--- src/rtl/vga_sram_reader.sv ---
// Pixel prefetch ahead of the VGA controller: streams an RGB565 frame buffer from SRAM
// through a small FIFO and expands each popped pixel to 10-bit R/G/B.
module vga_sram_reader #(
    parameter int unsigned H_ACT      = 800,
    parameter int unsigned V_ACT      = 600,
    parameter int unsigned FIFO_DEPTH = 16,
    parameter int unsigned READ_LAT   = 2,
    parameter int unsigned ADDR_W     = 20
) (
    input  logic              iCLK,
    input  logic              iRST,
    input  logic              iVGA_VS,
    input  logic              iRequest,
    input  logic              iSRAM_Busy,
    input  logic [15:0]       iSRAM_DQ,
    output logic [ADDR_W-1:0] oSRAM_ADDR,
    output logic              oSRAM_RD,
    output logic [9:0]        oRed,
    output logic [9:0]        oGreen,
    output logic [9:0]        oBlue,
    output logic              oUnderflow,
    output logic              oReady
);

    localparam int unsigned PTR_W = $clog2(FIFO_DEPTH);
    localparam int unsigned CNT_W = PTR_W + 1;
    localparam logic [ADDR_W-1:0] LAST_ADDR = ADDR_W'(H_ACT * V_ACT - 1);

    typedef enum logic [1:0] {StIdle, StFill, StRun, StDone} stateT;

    stateT               state;
    stateT               stateNext;
    logic                vsQ;
    logic [ADDR_W-1:0]   addrQ;
    logic [READ_LAT-1:0] validPipe;
    logic [READ_LAT-1:0] pipeNext;
    logic [15:0]         fifoMem [FIFO_DEPTH];
    logic [PTR_W-1:0]    wrPtr;
    logic [PTR_W-1:0]    rdPtr;
    logic [CNT_W-1:0]    fifoCount;
    logic [CNT_W-1:0]    countNext;
    logic [CNT_W-1:0]    inFlight;
    logic [CNT_W:0]      occupancy;
    logic                frameStart;
    logic                issue;
    logic                lastIssue;
    logic                push;
    logic                pop;

    function automatic logic [29:0] expand(input logic [15:0] p);
        return {p[15:11], p[15:11], p[10:5], p[10:7], p[4:0], p[4:0]};
    endfunction

    always_comb begin
        frameStart = vsQ && !iVGA_VS;

        inFlight = '0;
        for (int i = 0; i < int'(READ_LAT); i++) begin
            inFlight = inFlight + CNT_W'(validPipe[i]);
        end
        // Reads already in flight reserve FIFO space, so a push can never overflow.
        occupancy = {1'b0, fifoCount} + {1'b0, inFlight};
        issue     = ((state == StFill) || (state == StRun)) && !iSRAM_Busy &&
                    (occupancy < (CNT_W + 1)'(FIFO_DEPTH));
        lastIssue = issue && (addrQ == LAST_ADDR);

        push      = validPipe[READ_LAT-1];
        pop       = iRequest && (fifoCount != '0);
        countNext = fifoCount + CNT_W'(push) - CNT_W'(pop);

        pipeNext    = '0;
        pipeNext[0] = issue;
        for (int i = 1; i < int'(READ_LAT); i++) begin
            pipeNext[i] = validPipe[i-1];
        end

        stateNext = state;
        unique case (state)
            StFill: begin
                if (lastIssue) begin
                    stateNext = StDone;
                end else if (countNext == CNT_W'(FIFO_DEPTH)) begin
                    stateNext = StRun;
                end
            end
            StRun: begin
                if (lastIssue) begin
                    stateNext = StDone;
                end
            end
            default: stateNext = state;
        endcase
    end

    always_ff @(posedge iCLK) begin
        if (iRST) begin
            state      <= StIdle;
            vsQ        <= 1'b0;
            addrQ      <= '0;
            validPipe  <= '0;
            wrPtr      <= '0;
            rdPtr      <= '0;
            fifoCount  <= '0;
            oSRAM_ADDR <= '0;
            oSRAM_RD   <= 1'b0;
            oRed       <= '0;
            oGreen     <= '0;
            oBlue      <= '0;
            oUnderflow <= 1'b0;
            oReady     <= 1'b0;
        end else begin
            vsQ <= iVGA_VS;
            if (frameStart) begin
                state      <= StFill;
                addrQ      <= '0;
                validPipe  <= '0;
                wrPtr      <= '0;
                rdPtr      <= '0;
                fifoCount  <= '0;
                oSRAM_RD   <= 1'b0;
                oRed       <= '0;
                oGreen     <= '0;
                oBlue      <= '0;
                oUnderflow <= 1'b0;
                oReady     <= 1'b0;
            end else begin
                state     <= stateNext;
                validPipe <= pipeNext;
                fifoCount <= countNext;
                oReady    <= (stateNext == StRun) || (stateNext == StDone);
                if (push) begin
                    wrPtr <= wrPtr + PTR_W'(1);
                end
                if (pop) begin
                    rdPtr <= rdPtr + PTR_W'(1);
                end

                oSRAM_RD <= issue;
                if (issue) begin
                    oSRAM_ADDR <= addrQ;
                    if (addrQ != LAST_ADDR) begin
                        addrQ <= addrQ + ADDR_W'(1);
                    end
                end

                // No bypass: a request on an empty FIFO underflows even if a push lands now.
                if (pop) begin
                    {oRed, oGreen, oBlue} <= expand(fifoMem[rdPtr]);
                end else begin
                    oRed   <= '0;
                    oGreen <= '0;
                    oBlue  <= '0;
                end
                if (iRequest && !pop) begin
                    oUnderflow <= 1'b1;
                end
            end
        end
    end

    always_ff @(posedge iCLK) begin
        if (!iRST && !frameStart && push) begin
            fifoMem[wrPtr] <= iSRAM_DQ;
        end
    end

endmodule

--- config.mk ---
export PLATFORM = sky130hd
export DESIGN_NAME = vga_sram_reader
export DESIGN_NICKNAME = d
export VERILOG_FILES = /design/src/rtl/vga_sram_reader.sv
export SDC_FILE = /design/constraint.sdc
export NUM_CORES = 1
export LEC_CHECK = 0
export BUFFER_PORTS_ARGS = -buffer_cell sky130_fd_sc_hd__buf_4
export CAP_MARGIN = 20
export CORE_MARGIN = 2
export CORE_UTILIZATION = 35
export DETAILED_ROUTE_END_ITERATION = 10
export SLEW_MARGIN = 20
export SYNTH_ARGS = -nofsm -noshare
export SYNTH_HDL_FRONTEND = slang
export SYNTH_SLANG_ARGS = --single-unit
--- constraint.sdc ---
create_clock -name iCLK -period 2.7 [get_ports iCLK]
set_input_delay 0.675 -clock iCLK [delete_from_list [all_inputs] [get_ports iCLK]]
set_output_delay 0.675 -clock iCLK [all_outputs]
set_load 0.01 [all_outputs]
==> results.toml <==
[final_layout]
fillers = 3318
final_layout_size_suffix_gt1_share_pct = 29.6
layout.cells.most_common_list = "256 x sky130_fd_sc_hd__edfxtp_1, 105 x sky130_fd_sc_hd__buf_4, 75 x sky130_fd_sc_hd__dfxtp_1, 64 x sky130_fd_sc_hd__mux4_2, 57 x sky130_fd_sc_hd__nor2_1"
antennaDiodeCount = 0
fin_util_pct = 42.7
design_area_um2 = 16000
area_growth_pct = 21.3
net_count_final = 913
stdcell_count = 1412
mostFrequentLayoutCell = "sky130_fd_sc_hd__edfxtp_1"

[min_path]
hold_path_class = "in -> reg"

[power_and_ir_drop]
combinationalPowerShare_pct = 15.4
totalPowerFinal_mw = 12.8
clkPwrFrac_pct = 39.6
total_switching_power_mw = 3.02
power.sequential.fraction_pct = 45.0
sw_ratio_pct = 23.6
p_int_mw = 9.77
power_density_nw_per_um2 = 800
cellLeakagePower_nw = 5.28
vdd.ir_drop.worst_v = 0.000554

[yosys]
synth_edf_count = 256
postSynth.asyncResetShare_pct = 0
netlist_area_um2 = 13200
synth.largest_area_cell = "sky130_fd_sc_hd__edfxtp_1"
synth_top_cells_by_area = "sky130_fd_sc_hd__edfxtp_1 58%, sky130_fd_sc_hd__dfxtp_1 12%, sky130_fd_sc_hd__mux4_2 11%, sky130_fd_sc_hd__mux2i_1 2.9%, sky130_fd_sc_hd__a211oi_1 1.8%"
yosysSeqAreaShare_pct = 70.4
ys.warnings.count = 0
synthCells = 763
dominantRegCellSynth = "sky130_fd_sc_hd__edfxtp_1"
synth-seq-cells = 335
synth_largest_type_area_fraction_pct = 58.3
synth.avg_cell_area_um2 = 17.3
synth_fp_nets = 803
yosysUniqueCellTypes = 47

[cts]
clock_tree.htree_level_count = 2
cts_buffer_depth = 3
cts_hold_buffers = 0
clock-sinks = 335
clk_root_buffer_cell = "sky130_fd_sc_hd__clkbuf_16"
cts_tree = "yes"
cts.reportedPaths.clkPinSlew_ns = 0.06
cts_inserted_buffers = 37
worst_skew_pair.late_latency_ns = 0.54

[sta]
finalCritPeriodShare_pct = 101
timing_hold_violations_final = 0
worst_slew_pin_slew_ns = 0.671
number_of_max_slew_violations_in_the_final_report = 0
clock.fmax_ghz = 0.365
post_route_setup_tns_ns = -0.0394
setup_slack_ns = -0.0394
setup_violations = 1
finalClockSkew_ns = 0.0142
grt_setup_unrepaired = "true"
timing.final.crit_period_ns = 2.74
hold_slack_ns = 0.384
max_slew_margin_pct = 55.2

[place]
dp_cells = 1341
port_buffers = 73
placed_area_um2 = 14700
place_worst_setup_slack_ns = -0.117
place.gp.congestion = 0.759
dpl.hpwl_um = 16500

[detailed_routing]
viasPerCell = 4.87
detail_route.wl_per_cell_um = 19.4
remaining_drc_errors = 0
initialDrtViolationCount = 271
drt_pre_antenna_iters = 5
routed-via-count = 6874
totalWireLength_um = 27300
postRouteAntennaNets = 0

[setup_path]
worstPathArrival_ns = 3.17
critical-path-top-delay-family = "adder cells"
worstSetupEndpointType = "flip-flop"
timing.critical_path.buf_inv = 2
critical_path.reg2reg.startpoint = "fifoCount[2]"
setup.worst_path.end = "state[0]"
slowest_stage = "sky130_fd_sc_hd__fa_2"
r2r_cells = 14
worstSetupStartpoint = "fifoCount[2]"
timing.reg2reg.setup_slack_ns = -0.04
regToRegEndpoint = "state[0]"
worstPathCellList = "inv_2, ha_4, nor4b_4, nor2b_1, ha_1, inv_2, ha_4, fa_2, a21oi_2, o21bai_1, xor2_1, nor3_2, o211a_1, a311oi_1"
crit_fanout = 2
required_ns = 3.13
critical_path_cell_count = 14
worstSetupPathType = "reg -> reg"
cpPeakStageDelay_ns = 0.35
startpoint_type = "flip-flop"

[global_routing]
gr-usage-all-layers_pct = 14.3
grt_pass1_vias = 7198
antenna_found_initial = 1
global_route_wire_length_before_repair_um = 42000
overflow = 0
largest_net_degree_at_the_start_of_global_routing = 49

[flow_run]
max_cap_viol_count = 0

[floorplanning]
floorplan.io_pins = 74
die_outline_area_um2 = 39200
core_area_um2 = 37400
die-width_um = 198
floorplan.initialDensity_pct = 35.2
dieHeight_um = 198
rows = 71

[outcome]
failed_checks = "setup timing"
result_of_the_run = "finished, violations left"
## final cells by class
cell class                      count  area [um^2]  area share [%]
Sequential cell                   335         9280            58.1
Multi-Input combinational cell    363         3630            22.7
Timing Repair Buffer              123         1150            7.19
Clock buffer                       48         1010            6.31
Tap cell                          511          639            4.00
Clock inverter                     19          229            1.43
Inverter                           13         48.8           0.305
## power by group through the flow
stage,Combinational [mW],Clock [mW],Sequential (mW)
floorplan,1.32,0,5.82
global placement,1.87,0,5.86
detailed placement,1.89,0,5.86
CTS,1.98,5.22,5.75
global route,2.16,5.39,5.77
finish,1.97,5.06,5.75
## synthesized netlist by cell type, drive strengths merged (2+ instances only)
cell,instances
edfxtp,256
dfxtp,79
mux4,64
nor2,57
mux2i,38
a211oi,32
buf,31
and2,22
clkbuf,21
nor2b,20
xor2,19
ha,18
nand3,15
inv,13
nand2,12
nand4,12
a21oi,8
nor3,8
and3,6
xnor2,5
o21ai,4
or3,4
and4,2
nand2b,2
## registers in the layout, indices dropped and copies added (netlist names), 5 cells and up, named ones only
signal and flops:
oGreen 6, oBlue 5, fifoMem 256, oRed 5, fifoCount 5, addrQ 20, oSRAM_ADDR 20
## what timing repair did
| action | 4_1_cts | 5_1_grt |
|---|---|---|
| setup buffers | 2 | 4 |
| cloned | 0 | 0 |
| pin swaps | 3 | 1 |
| gates resized for setup | 2 | 7 |
| setup endpoints to repair | 2 | 3 |
## how the worst min path moves through the flow
stage | start | end | depth (start not counted)
final | iVGA_VS | vsQ | 2
after floorplan | addrQ[1] | addrQ[1] | 2
after CTS | iVGA_VS | vsQ | 2
after global placement | oUnderflow | oUnderflow | 2
after detailed placement | oUnderflow | oUnderflow | 2
after global routing | iVGA_VS | vsQ | 2
## routing by layer
layer / wire [um] / vias up / share of wire [%] / global-route usage, %
li1: - / 3176 / - / -
met1: 12000 / 3475 / 44 / 18.6
met2: 13200 / 168 / 48 / 24.1
met3: 1450 / 53 / 5.3 / 2.98
met4: 605 / 2 / 2.2 / 4.26
met5: 11 / - / 0.040 / 0
## logic make-up (layout without fill, tap and decap cells)
group,after synthesis,after routing,share of synthesized area (%)
AND/OR/NAND/NOR,165,165,6.77
AO/OA/AOI/OAI,53,53,2.94
buffers and inverters,65,203,2.65
flip-flops,335,335,70.4
adder cells (fa/ha/maj),19,19,1.86
multiplexers,102,102,13.8
XOR/XNOR,24,24,1.60
(Power assumes the default switching activity.)
